**src/rtl/jk_bank_ctrl_pkg.sv**
```systemverilog
// Shared constants for the JK bank controller: opcodes, FSM state codes, requester ids.
package jk_ctrl_pkg;
  localparam int JK_WIDTH = 4;

  localparam logic [1:0] OP_HOLD   = 2'b00;
  localparam logic [1:0] OP_RESET  = 2'b01;
  localparam logic [1:0] OP_SET    = 2'b10;
  localparam logic [1:0] OP_TOGGLE = 2'b11;

  typedef enum logic [1:0] {
    ST_IDLE  = 2'd0,
    ST_DRIVE = 2'd1,
    ST_CHECK = 2'd2
  } state_e;

  localparam logic ID_A = 1'b0;
  localparam logic ID_B = 1'b1;
endpackage

```
**src/rtl/jk_bank_ctrl_if.sv**
```systemverilog
// Bundle of both requester handshakes plus the bank J/K/Q wires and completion report.
interface jk_bank_ctrl_if #(parameter int WIDTH = 4);
  logic             i_a_valid;
  logic             o_a_ready;
  logic [1:0]       i_a_op;
  logic [WIDTH-1:0] i_a_mask;
  logic             i_b_valid;
  logic             o_b_ready;
  logic [1:0]       i_b_op;
  logic [WIDTH-1:0] i_b_mask;
  logic [WIDTH-1:0] o_j;
  logic [WIDTH-1:0] o_k;
  logic [WIDTH-1:0] i_q;
  logic             o_done;
  logic             o_done_id;
  logic [WIDTH-1:0] o_q_snap;
  logic             o_err;

  modport master (
    output i_a_valid, i_a_op, i_a_mask, i_b_valid, i_b_op, i_b_mask, i_q,
    input  o_a_ready, o_b_ready, o_j, o_k, o_done, o_done_id, o_q_snap, o_err
  );

  modport slave (
    input  i_a_valid, i_a_op, i_a_mask, i_b_valid, i_b_op, i_b_mask, i_q,
    output o_a_ready, o_b_ready, o_j, o_k, o_done, o_done_id, o_q_snap, o_err
  );
endinterface

```
**src/rtl/jk_bank_ctrl_rr_arb2.sv**
```systemverilog
// Two-way round-robin arbiter; pointer remembers the last served requester and moves on advance.
module rr_arb2
  import jk_ctrl_pkg::*;
(
  input  logic       i_clk,
  input  logic       i_rst_n,
  input  logic [1:0] i_req,
  input  logic       i_advance,
  output logic [1:0] o_grant
);
  logic r_last;

  // On contention the requester not served last wins; otherwise the lone requester.
  always_comb begin
    o_grant = i_req;
    if (i_req == 2'b11)
      o_grant = (r_last == ID_B) ? 2'b01 : 2'b10;
  end

  always_ff @(posedge i_clk or negedge i_rst_n) begin
    if (!i_rst_n)       r_last <= ID_B;
    else if (i_advance) r_last <= o_grant[1];
  end
endmodule

```
**src/rtl/jk_bank_ctrl.sv**
```systemverilog
// Shares one JK flip-flop bank between requesters A and B: arbitrate, drive J/K one cycle, read Q back.
// Optional self-check of the bank result is enabled by defining JK_BANK_CTRL_VERIFY_EN.
module jk_bank_ctrl
  import jk_ctrl_pkg::*;
#(
  parameter int WIDTH = JK_WIDTH
) (
  input logic           i_clk,
  input logic           i_rst_n,
  jk_bank_ctrl_if.slave bus
);
  state_e           r_state;
  logic [WIDTH-1:0] r_j, r_k, r_snap;
  logic             r_done, r_id, r_sel_id;

  logic [1:0]       w_grant;
  logic             w_idle, w_a_ready, w_b_ready, w_hs;
  logic [1:0]       w_op;
  logic [WIDTH-1:0] w_mask;

  assign w_idle    = (r_state == ST_IDLE);
  assign w_a_ready = w_idle & w_grant[0] & bus.i_a_valid;
  assign w_b_ready = w_idle & w_grant[1] & bus.i_b_valid;
  assign w_hs      = w_a_ready | w_b_ready;
  assign w_op      = w_b_ready ? bus.i_b_op   : bus.i_a_op;
  assign w_mask    = w_b_ready ? bus.i_b_mask : bus.i_a_mask;

  rr_arb2 u_arb (
    .i_clk     (i_clk),
    .i_rst_n   (i_rst_n),
    .i_req     ({bus.i_b_valid, bus.i_a_valid}),
    .i_advance (w_hs),
    .o_grant   (w_grant)
  );

  // J/K are decoded at handshake so they appear exactly in the DRIVE cycle and clear after it.
  always_ff @(posedge i_clk or negedge i_rst_n) begin
    if (!i_rst_n) begin
      r_state  <= ST_IDLE;
      r_j      <= '0;
      r_k      <= '0;
      r_snap   <= '0;
      r_done   <= 1'b0;
      r_id     <= 1'b0;
      r_sel_id <= 1'b0;
    end else begin
      r_done <= 1'b0;
      r_j    <= '0;
      r_k    <= '0;
      case (r_state)
        ST_IDLE: if (w_hs) begin
          r_j      <= w_mask & {WIDTH{w_op[1]}};
          r_k      <= w_mask & {WIDTH{w_op[0]}};
          r_sel_id <= w_b_ready ? ID_B : ID_A;
          r_state  <= ST_DRIVE;
        end
        ST_DRIVE: r_state <= ST_CHECK;
        ST_CHECK: begin
          r_snap  <= bus.i_q;
          r_done  <= 1'b1;
          r_id    <= r_sel_id;
          r_state <= ST_IDLE;
        end
        default: r_state <= ST_IDLE;
      endcase
    end
  end

`ifdef JK_BANK_CTRL_VERIFY_EN
  logic [WIDTH-1:0] r_exp;
  logic             r_err;

  function automatic logic [WIDTH-1:0] next_q(input logic [WIDTH-1:0] q,
                                              input logic [1:0] op,
                                              input logic [WIDTH-1:0] mask);
    case (op)
      OP_RESET:  return q & ~mask;
      OP_SET:    return q | mask;
      OP_TOGGLE: return q ^ mask;
      default:   return q;
    endcase
  endfunction

  always_ff @(posedge i_clk or negedge i_rst_n) begin
    if (!i_rst_n) begin
      r_exp <= '0;
      r_err <= 1'b0;
    end else begin
      if (w_hs) r_exp <= next_q(bus.i_q, w_op, w_mask);
      if (r_state == ST_CHECK) r_err <= (bus.i_q != r_exp);
      else if (r_done)         r_err <= 1'b0;
    end
  end

  assign bus.o_err = r_err;
`else
  assign bus.o_err = 1'b0;
`endif

  assign bus.o_a_ready = w_a_ready;
  assign bus.o_b_ready = w_b_ready;
  assign bus.o_j       = r_j;
  assign bus.o_k       = r_k;
  assign bus.o_done    = r_done;
  assign bus.o_done_id = r_id;
  assign bus.o_q_snap  = r_snap;
endmodule

```
**src/flat_wrapper.sv**
```systemverilog
// flat-port wrapper written by rule: the top's interface ports become plain ports
module jk_bank_ctrl_flat import jk_ctrl_pkg::*;
#(
  parameter int WIDTH = JK_WIDTH
)
  (i_clk, i_rst_n, bus_i_a_valid, bus_i_a_op, bus_i_a_mask, bus_i_b_valid, bus_i_b_op, bus_i_b_mask, bus_i_q, bus_o_a_ready, bus_o_b_ready, bus_o_j, bus_o_k, bus_o_done, bus_o_done_id, bus_o_q_snap, bus_o_err);
  jk_bank_ctrl_if #(.WIDTH(WIDTH)) bus_i ();
  input logic i_clk;
  input logic i_rst_n;
  input wire logic [$bits(bus_i.i_a_valid)-1:0] bus_i_a_valid;
  input wire logic [$bits(bus_i.i_a_op)-1:0] bus_i_a_op;
  input wire logic [$bits(bus_i.i_a_mask)-1:0] bus_i_a_mask;
  input wire logic [$bits(bus_i.i_b_valid)-1:0] bus_i_b_valid;
  input wire logic [$bits(bus_i.i_b_op)-1:0] bus_i_b_op;
  input wire logic [$bits(bus_i.i_b_mask)-1:0] bus_i_b_mask;
  input wire logic [$bits(bus_i.i_q)-1:0] bus_i_q;
  output wire logic [$bits(bus_i.o_a_ready)-1:0] bus_o_a_ready;
  output wire logic [$bits(bus_i.o_b_ready)-1:0] bus_o_b_ready;
  output wire logic [$bits(bus_i.o_j)-1:0] bus_o_j;
  output wire logic [$bits(bus_i.o_k)-1:0] bus_o_k;
  output wire logic [$bits(bus_i.o_done)-1:0] bus_o_done;
  output wire logic [$bits(bus_i.o_done_id)-1:0] bus_o_done_id;
  output wire logic [$bits(bus_i.o_q_snap)-1:0] bus_o_q_snap;
  output wire logic [$bits(bus_i.o_err)-1:0] bus_o_err;
  assign bus_i.i_a_valid = bus_i_a_valid;
  assign bus_i.i_a_op = bus_i_a_op;
  assign bus_i.i_a_mask = bus_i_a_mask;
  assign bus_i.i_b_valid = bus_i_b_valid;
  assign bus_i.i_b_op = bus_i_b_op;
  assign bus_i.i_b_mask = bus_i_b_mask;
  assign bus_i.i_q = bus_i_q;
  assign bus_o_a_ready = bus_i.o_a_ready;
  assign bus_o_b_ready = bus_i.o_b_ready;
  assign bus_o_j = bus_i.o_j;
  assign bus_o_k = bus_i.o_k;
  assign bus_o_done = bus_i.o_done;
  assign bus_o_done_id = bus_i.o_done_id;
  assign bus_o_q_snap = bus_i.o_q_snap;
  assign bus_o_err = bus_i.o_err;
  jk_bank_ctrl #(.WIDTH(WIDTH)) u_core (.i_clk(i_clk), .i_rst_n(i_rst_n), .bus(bus_i));
endmodule
```
**config.mk**
```make
export PLATFORM = sky130hd
export DESIGN_NAME = jk_bank_ctrl_flat
export DESIGN_NICKNAME = d
export VERILOG_FILES = /design/src/rtl/jk_bank_ctrl_pkg.sv /design/src/rtl/jk_bank_ctrl_if.sv /design/src/rtl/jk_bank_ctrl_rr_arb2.sv /design/src/rtl/jk_bank_ctrl.sv /design/src/flat_wrapper.sv
export SDC_FILE = /design/constraint.sdc
export NUM_CORES = 1
export LEC_CHECK = 0
export ABC_AREA = 1
export ABC_CLOCK_PERIOD_IN_PS = 1900
export CAP_MARGIN = 20
export CORE_MARGIN = 5
export CORE_UTILIZATION = 25
export DETAILED_ROUTE_END_ITERATION = 12
export SYNTH_ARGS = -nofsm -noshare
export SYNTH_HDL_FRONTEND = slang
export SYNTH_SLANG_ARGS = --single-unit
```
**constraint.sdc**
```tcl
create_clock -name i_clk -period 1.9 [get_ports i_clk]
set_clock_uncertainty 0.05 [all_clocks]
set_input_delay 0.57 -clock i_clk [delete_from_list [all_inputs] [get_ports i_clk]]
set_output_delay 0.57 -clock i_clk [all_outputs]
set_load 0.02 [all_outputs]
```
# [Word level (Yosys, flattened, before mapping)]
# Cells that the tools add are included.
[word_totals] ram_bits=0 register_bits=18 output_inout_bits=17 latch_bits=0 memories=0 rom_bits=0
[classes] magnitude_cmp=0 bitwise=7 div=0 n_eq_ne=4 n_shift=0 n_mul=0 reduce_logical=2 add_sub_neg=0 n_mux=12
[ops] operator="$mux 4" count=5
[ops] operator="$and 4x4->4" count=2
[ops] operator="$mux 2" count=4
[ops] operator="$and 1x1->1" count=4
[ops] operator="$eq 2x2->1 const B" count=2
[ops] operator="$pmux 2 s2" count=1
[ops] operator="$eq 2x1->1 const B" count=1
[ops] operator="$logic_not 2->1" count=1
[ops] operator="$mux 1" count=2
[ops] operator="$ne 2x2->1 const B" count=1
[ops] operator="$reduce_and 2->1" count=1
[ops] operator="$or 1x1->1" count=1

# [Depth between registers and ports, before layout]
# Gate-level depths: netlist (run 1).
[logic_depth] depth_word=8 depth_mapped=5 ltp_nobuf=5

# [Modules after synthesis]
# A second synthesis (run 1) with hierarchy kept.
[hier_totals] cells_unflattened=90 hier_area_um2=797.0
[by_module_without_submodules] module="jk_bank_ctrl" cells_per_inst=81 instances=1 seq_area_each_um2=425.4 area_per_inst_um2=733.2
[by_module_without_submodules] module="rr_arb2" cells_per_inst=9 instances=1 seq_area_each_um2=26.3 area_per_inst_um2=63.8

# [Worst setup path after synthesis (run 1)]
# OpenSTA, ideal clock, no wires.
[synth_timing] kind="in2out" from="input port bus_i_b_valid" to="output port bus_o_a_ready" n_path_buf=1 setup_slack_ns=0.178 arrival_time_ns=1.102 required_time_ns=1.280 stages=2 path_cell_list="clkbuf_2 -> a21oi_1"
[synth_between] elab_chain_len=4
[synth_rtl] item="start: declaration" line="flat_wrapper.sv:13" source="input wire logic [$bits(bus_i.i_b_valid)-1:0] bus_i_b_valid;"
[synth_rtl] item="$eq 2x2->1" line="jk_bank_ctrl_rr_arb2.sv:16" source="if (i_req == 2'b11)"
[synth_rtl] item="$mux 2" line="jk_bank_ctrl_rr_arb2.sv:16"
[synth_rtl] item="$and 1x1->1 (2 in a row)" line="jk_bank_ctrl.sv:22" source="assign w_a_ready = w_idle & w_grant[0] & bus.i_a_valid;"
[synth_rtl] item="end: declaration" line="flat_wrapper.sv:17" source="output wire logic [$bits(bus_i.o_a_ready)-1:0] bus_o_a_ready;"
# Every way passes these cells.

# [Final worst setup path (run 1)]
[layout_timing] from="register u_core.r_j[0], in the netlist u_core.bus.o_j[0]" to="output port bus_o_j[0]"
[layout_lines] item="start: declaration" line="jk_bank_ctrl.sv:13" source="logic [WIDTH-1:0] r_j, r_k, r_snap;"
[layout_lines] item="start signal: assignment" line="jk_bank_ctrl.sv:52" source="r_j <= w_mask & {WIDTH{w_op[1]}};"
[layout_lines] item="end: declaration" line="flat_wrapper.sv:19" source="output wire logic [$bits(bus_i.o_j)-1:0] bus_o_j;"
# No word-level cell between the ends.

==> results of run 1 <==
==> cells in the mapped netlist <==
cell type,instances,share of area
buf_4,1,0.0096
dfrtp_1,17,0.55
nand2_1,26,0.13
nand3_2,3,0.039
dfstp_2,1,0.034
nor2_2,1,0.0080
nor2_4,1,0.014
a21oi_1,1,0.0064
nor2_1,9,0.043
o21ai_0,2,0.013
inv_1,18,0.087
nand4_1,6,0.048
clkbuf_2,1,0.0064
conb_1,1,0.0048
nand2_2,1,0.0080
o21ai_1,1,0.0064
==> kinds of logic after synthesis <==
group           Yosys count  share of synthesized area
buf+inv                  20                      0.103
other cells               1                    0.00482
simple gates             47                      0.286
flops                    18                      0.580
compound gates            4                     0.0257
==> power groups by stage <==
stage	Sequential (mW)	Combinational, mW	Clock [mW]
finish	0.602	0.911	0.231
global placement	0.608	0.844	0
global route	0.618	0.990	0.255
floorplan	0.742	0.300	0
detailed placement	0.616	0.857	0
CTS	0.606	0.881	0.246
==> layout make-up <==
type	count	area (um^2)
Clock buffer	4	36.3
Fill cell	314	1700
Inverter	18	67.6
Multi-Input combinational cell	52	278
Sequential cell	18	452
Tap cell	44	55.1
Timing Repair Buffer	47	442
==> sequential cells by signal, indices dropped and copies added, names as in the netlist <==
name / count
u_core.bus.o_done: 1
u_core.bus.o_j: 4
u_core.u_arb.r_last: 1
u_core.bus.o_k: 4
u_core.bus.o_q_snap: 4
u_core.bus.o_done_id: 1
u_core.r_state: 2
u_core.r_sel_id: 1
==> worst paths after layout <==
check | startpoint | endpoint | slack, ps | cells after the start
min reg2reg | u_core.bus.o_q_snap[0] | u_core.bus.o_q_snap[0] | 430 | 2
min | u_core.bus.o_q_snap[0] | u_core.bus.o_q_snap[0] | 430 | 2
max reg2reg | u_core.r_state[0] | u_core.bus.o_k[2] | 100 | 11
max | u_core.bus.o_j[0] | bus_o_j[0] | 50 | 1
max in group asynchronous | i_rst_n | u_core.bus.o_k[1] | 830 | 2
min in group asynchronous | i_rst_n | u_core.bus.o_q_snap[1] | 500 | 1
==> what timing repair did <==
action / in CTS / in global routing
setup endpoints to repair: 5 / 13
endpoints found under the hold margin: 0 / 0
pin swaps: 1 / 0
setup buffers: 5 / 0
gates resized for setup: 15 / 12
==> stage by stage <==
stage          utilization  setup TNS, ps  instances
3_3_place_gp         0.404          -1120        174
3_5_place_dp         0.404          -1160        174
4_1_cts              0.425              0        183
5_1_grt              0.439              0        183
6_report             0.439              0        183
2_1_floorplan            -              0         90
==> per-layer routing <==
| metal | part of all wire | GRT usage | vias up |
|---|---|---|---|
| met1 | 0.42 | 0.103 | 328 |
| met2 | 0.47 | 0.159 | 30 |
| met4 | 0.020 | 0.0466 | 0 |
| met3 | 0.090 | 0.0289 | 5 |
| li1 | - | - | 366 |
| met5 | 0 | 0 | - |
==> run metrics, run 1 <==
Critical path buffers and inverters=1; CTS sink cnt=18; CTS root buf=clkbuf_4; CTS tree=built; Post-CTS Hold Buffers=0; # diodes=0; syn nets=110; fraction of layout cells with a size suffix above 1=0.209; #FFs+latches synth=18; fin crit period=1850 ps; combinational share of power=0.522; FMAX=540 MHz; P per Cell Area=roughly 1300 mW/mm^2; sequential share of the synthesized area=0.580; num rows=20; CTS H-Tree Depth=1; critical path's top delay family=buffers and inverters; Finish-stage setup viols=0; GRT overflow=0; initial antenna violation count=0; crit path max fanout=1; Worst EP required=1280 ps; vias in the first global route=721; Tot Pwr=1.74 mW; WHS=425 ps; cts bufs inserted=3; Int Power=between 1 and 1.5 mW; worst slack, placed=-606 ps; Crit Path Category=register to output pin; Final Instance Area=around 0.0013 mm^2; Hold Crit Class=register to register; GPL Wtd Cong=0.709; slowest stage delay, CP=600 ps; first-pass GRT wire length=3080 um; Avg WL per Cell=10.6 um; die height=65.8 um; Post-route DRC=0; RSZ-0062 raised after global routing=false; largest net degree at the start of global routing=12; status=complete, no violations; 1st-iter DRT viols=21; Hold Violations, Final=0; I/O pin total=37; IO Port Bufs=35; CTS Buffer Depth=2; Worst Path Arrival=1230 ps; setup ws final=46.4 ps; max-slew violations=0; ANT nets after route=0; placed cell area=0.00122 mm^2; worst skew pair latency=290 ps; final clock period utilization by the worst path=0.976; Sequential Power Share=0.345; Peak VDD IR=0.000463 V; Post-Syn Area per Cell=8.65 um^2; Initial Utilization=0.257; vias=729; Tot GR Track Use=0.0929; YS warnings=0; routed wire length=1940 um; CORE AREA=0.00303 mm^2; worst path cell trace=clkdlybuf4s50_1; Max Cap Viol=0; leakage=0.751 nW; commonest non-fill, non-tap cell in the layout=nand2_1; Syn Std Cell Area=778 um^2; Worst setup EP type=output pin; crit start category=register; most frequent cells in the layout=26 x nand2_1, 23 x clkdlybuf4s50_1, 18 x inv_1; Clk pwr share=0.132; Switching Share=0.392; die width=65.8 um; Net Switching=0.684 mW; clock slew at reported path FFs=around 100 ps; die area=approximately 0.0043 mm^2; Yosys cell types=16; Post-Syn Instances=90; Avg Vias per Cell=3.98; detailed placer's ending HPWL=1550 um; nets@finish=160; drt pass-1 iters=2; Slowest-stage cell, CP=clkdlybuf4s50_1; P&R area growth vs syn=70.9%
No activity file was read; power rests on OpenSTA's default activity.
==> run 2: changes to the inputs <==
--- a/config.mk
+++ b/config.mk
@@ -13,4 +13,5 @@
 export DETAILED_ROUTE_END_ITERATION = 12
 export SYNTH_ARGS = -nofsm -noshare
 export SYNTH_HDL_FRONTEND = slang
+export SYNTH_HIERARCHICAL = 1
 export SYNTH_SLANG_ARGS = --single-unit
==> run metrics, run 2 <==
max-slew violations=0; Worst Path Arrival=1370 ps; status=complete, but fails checks; CTS tree=built; YS warnings=6; Crit Path Category=register to output pin; Finished Core Util=0.449; Worst EP required=1280 ps; fin crit period=~2000 ps; vias in the first global route=782; syn nets=110; Net Switching=between 0.4 and 0.5 mW; Post-Syn Instances=90; Switching Share=0.346; worst skew pair latency=280 ps; Post-Syn Area per Cell=8.86 um^2; sequential share of the synthesized area=0.567; Synth Area in Compound Gates=0.0832; nets@finish=about 160; Top FF cell, synth=dfrtp_1; Area contributors post-synth=dfrtp_1 53%, nand2_1 9.9%, inv_1 7.5%; first-pass GRT wire length=3180 um; xor/xnor cell area share of the yosys netlist=0; WHS=438 ps; largest family of logic cells by synthesized area=simple AND/OR/NAND/NOR gates; mux contribution to synthesized area=0; die height=66.5 um; number of synthesized flops with an enable pin=0; cts bufs inserted=3; GPL Wtd Cong=0.714; Sequential Power Share=0.389; top-count cell post-synth=nand2_1; # diodes=0; crit path max fanout=3; GRT overflow=0; routed wire length=1870 um; final clock period utilization by the worst path=1.05; RSZ-0062 raised after global routing=true; Peak VDD IR=0.000271 V; post-synth top area cell=dfrtp_1; Post-route DRC=0; Tot GR Track Use=0.0917; Yosys top cell area share=0.534; I/O pin total=37; CTS sink cnt=18; crit start category=register; Tot Pwr=1.41 mW; die area=roughly 0.0044 mm^2; fraction of layout cells with a size suffix above 1=0.294; IO Port Bufs=35; ANT nets after route=0; Int Power=0.922 mW; clock slew at reported path FFs=100 ps; fin cells=187; CTS root buf=clkbuf_4; Async SR Flop Fraction=1.00; most frequent cells in the layout=25 x clkdlybuf4s50_1, 20 x nand2_1, 17 x dfrtp_1; P&R area growth vs syn=72.1%; Synth Area in Adders=0; worst slack, placed=-828 ps; leakage=around 0.77 nW; vias=719; CTS H-Tree Depth=1; combinational share of power=0.451; Top Layer Used=met4; DRT met1 WL=836 um; Finish-stage setup viols=2; Initial Utilization=0.261; detailed placer's ending HPWL=1530 um; P per Cell Area=1030 mW/mm^2; Synth Area in Simple Gates=0.246; failing checks=setup timing; DR WL met2=873 um; drt pass-1 iters=3; WL met3=143 um; Hold Crit Class=register to register; Max Cap Viol=0; CTS Buffer Depth=2; Syn Std Cell Area=797 um^2; #FFs+latches synth=18; commonest non-fill, non-tap cell in the layout=clkdlybuf4s50_1; CORE AREA=about 0.003 mm^2; num rows=20; FMAX=502 MHz; DP Cell Count=177; Avg WL per Cell=between 9 and 10 um; Hold Violations, Final=0; die width=66.5 um; Worst setup EP type=output pin; initial antenna violation count=0; setup ws final=-94.0 ps; 1st-iter DRT viols=1; Yosys cell types=18; largest net degree at the start of global routing=13; top post-synthesis cells by count=21 x nand2_1, 17 x dfrtp_1, 16 x inv_1; Avg Vias per Cell=3.84; Clk pwr share=0.160
[run 2: changes by cell type after synthesis, moves of 2 or more]
cell     previous run  this run
inv_1              18        16
nand2_1            26        21
nand2_2             1         5
nand3_1             0         5
nand3_2             3         0
nand4_1             6         0
o21ai_2             0         4
[run 2: layout make-up]
class                           count  area [um^2]
Multi-Input combinational cell     54          283
Fill cell                         331         1680
Inverter                           16         60.1
Timing Repair Buffer               51          485
Clock buffer                        4         36.3
Tap cell                           44         55.1
Sequential cell                    18          452
[run 2: logic make-up (layout without fill, tap and decap cells)]
family / count (synthesis) / after routing
and+or+nand+nor: 44 / 44
DFF: 18 / 18
buffers and inverters: 18 / 71
AOI/OAI and AO/OA: 9 / 9
other: 1 / 1
[run 2: metrics by stage]
stage	cell area [um^2]	TNS (ps)
floorplan	797	0
detailed placement	1260	-4080
global route	1370	-334
CTS	1320	-198
global placement	1260	-3500
finish	1370	-187
[run 2: power by group through the flow]
stage | clock [mW] | combinational [mW] | sequential, mW
floorplan | 0 | 0.209 | 0.646
global placement | 0 | 0.594 | 0.550
detailed placement | 0 | 0.603 | 0.557
CTS | 0.238 | 0.628 | 0.551
global route | 0.248 | 0.692 | 0.567
finish | 0.226 | 0.635 | 0.549
[run 2: worst paths after layout]
kind	cells past startpoint	endpoint	slack (ps)	startpoint
hold reg to reg	2	u_core/bus.o_q_snap[1]	440	u_core/bus.o_q_snap[1]
hold / removal	2	u_core/bus.o_q_snap[1]	440	u_core/bus.o_q_snap[1]
setup / recovery	5	bus_o_a_ready	-90	u_core/u_arb/r_last
max in group asynchronous	2	u_core/u_arb/r_last	1000	i_rst_n
setup reg to reg	8	u_core/bus.o_k[3]	270	u_core/u_arb/r_last
min in group asynchronous	2	u_core/bus.o_q_snap[0]	540	i_rst_n
[run 2: timing repair]
item | in CTS | in global routing
hold buffers | 0 | 0
endpoints found under the hold margin | 0 | 0
pin swaps | 2 | 3
setup buffers | 2 | 4
endpoints found under the setup margin | 2 | 8
resized for setup | 19 | 9
[run 2: routing by layer]
layer | up-vias | global-route usage
met5 | - | 0
met4 | 0 | 0.0305
met3 | 2 | 0.0253
met2 | 29 | 0.159
met1 | 318 | 0.108
li1 | 370 | -
[run 2: critical path, stage by stage (launching register included)]
cell      delay (ps)
dfstp_2          570
inv_2             40
a21boi_2         110
nand2_1           80
nor2_2           150
buf_6            130
==> run 3: changes to the inputs <==
--- a/config.mk
+++ b/config.mk
@@ -8,7 +8,6 @@
 export ABC_AREA = 1
 export ABC_CLOCK_PERIOD_IN_PS = 1900
 export CAP_MARGIN = 20
-export CORE_MARGIN = 5
 export CORE_UTILIZATION = 25
 export DETAILED_ROUTE_END_ITERATION = 12
 export SYNTH_ARGS = -nofsm -noshare
==> run metrics, run 3 (synthesis results as in run 2) <==
IO Port Bufs=35; nets@finish=164; die area=0.00342 mm^2; drt pass-1 iters=4; # diodes=0; CTS sink cnt=18; Peak VDD IR=0.000298 V; crit path max fanout=3; Finish-stage setup viols=2; Fillers=302; Hold Crit Class=register to register; Post-route DRC=0; reg-to-reg setup timing slack=200 ps; die width=58.5 um; die height=58.5 um; Worst Path Arrival=~1400 ps; fin crit period=2040 ps; Worst setup EP type=output pin; CTS H-Tree Depth=1; vias=732; clock slew at reported path FFs=100 ps; detailed placer's ending HPWL=1320 um; GRT overflow=0; status=complete, but fails checks; DP Cell Count=175; CTS root buf=clkbuf_4; Finished Core Util=0.457; initial antenna violation count=0; num rows=20; CTS tree=built; area of the multi-input gates=~290 um^2; crit start category=register; setup ws final=-137 ps; register area=452 um^2; I/O pin total=37; P&R area growth vs syn=73.8%; most frequent cells in the layout=23 x clkdlybuf4s50_1, 20 x nand2_1, 17 x dfrtp_1; P per Cell Area=1020 mW/mm^2; fin cells=187; Tot GR Track Use=0.107; commonest non-fill, non-tap cell in the layout=clkdlybuf4s50_1; largest net degree at the start of global routing=19; routed wire length=1820 um; Crit Path Category=register to output pin; vias in the first global route=660; r2r endpoint=u_core/r_sel_id; RSZ-0062 raised after global routing=true; worst skew pair latency=around 280 ps; fraction of layout cells with a size suffix above 1=0.294; max-slew violations=0; 1st-iter DRT viols=31; failing checks=setup timing; final clock period utilization by the worst path=1.07; reg2reg start=u_core/u_arb/r_last; Worst EP required=1280 ps; ANT nets after route=0; Avg Vias per Cell=3.91; Hold Violations, Final=0; first-pass GRT wire length=approximately 2800 um; setup TNS=-214 ps; CP endpoint=bus_o_a_ready; leakage=0.808 nW; cts bufs inserted=3; CORE AREA=between 0.003 and 0.004 mm^2; FMAX=~490 MHz; CP startpoint=u_core/u_arb/r_last; CTS Buffer Depth=2; Avg WL per Cell=9.74 um; GPL Wtd Cong=0.673; Max Cap Viol=0; Tot Pwr=1.41 mW; worst slack, placed=-837 ps; Reg2Reg Depth=10; Initial Utilization=0.263
## run 3: cell count changes in the layout (fill, tap and decap cells not counted), sizes merged
cell,previous run,this run
dlymetal6s2s,6,8
clkdlybuf4s50,25,23
dlygate4sd2,2,1
clkdlybuf4s15,0,1
## run 3: metal layers
metal	global-route usage	up-vias	share of wire
met3	0.0264	2	0.070
met5	0	-	0
met2	0.186	28	0.48
met4	0.0408	0	0.0033
li1	-	370	-
met1	0.127	332	0.44
## run 3: stage by stage
stage / cell area, um^2 / hold WS, ps
after global placement: 1240 / 411
final: 1390 / 436
after CTS: 1350 / 444
after floorplan: 797 / 224
after detailed placement: 1240 / 419
after global routing: 1390 / 469
## run 3: power breakdown
group          internal, mW  switching, mW
Clock                 0.117          0.109
Combinational         0.304          0.333
Sequential            0.496         0.0509
## run 3: cell type report
| class | instances | share of cell area |
|---|---|---|
| inverter | 16 | 0.0452 |
| sequential | 18 | 0.326 |
| clock buffer | 4 | 0.0262 |
| tap | 44 | 0.0397 |
| timing repair buffer | 51 | 0.355 |
| multi-input combinational | 54 | 0.208 |
## run 3: what timing repair did
item                                    CTS  global route
endpoints found under the hold margin     0             0
pin swaps                                 3             3
cloned                                    0             0
hold buffers                              0             0
buffers inserted                          7             1
endpoints found under the setup margin    2            10
gates resized for setup                  20            13
## run 3: worst max-delay path, cell delays in order, from the launching register on
cell and delay [ps]:
dfstp_2 570, inv_2 40, a21boi_2 130, nand2_1 90, nor2_2 160, buf_6 130
## run 3: worst min path at each step
stage	cells past startpoint	slack, ps	from	endpoint
final	2	440	u_core/bus.o_q_snap[3]	u_core/bus.o_q_snap[3]
after global routing	2	470	u_core/bus.o_q_snap[2]	u_core/bus.o_q_snap[2]
after CTS	2	440	u_core/u_arb/r_last	u_core/u_arb/r_last
after detailed placement	2	420	u_core/bus.o_q_snap[3]	u_core/bus.o_q_snap[3]
after global placement	2	410	u_core/u_arb/r_last	u_core/u_arb/r_last
after floorplan	0	220	i_rst_n	u_core/bus.o_done
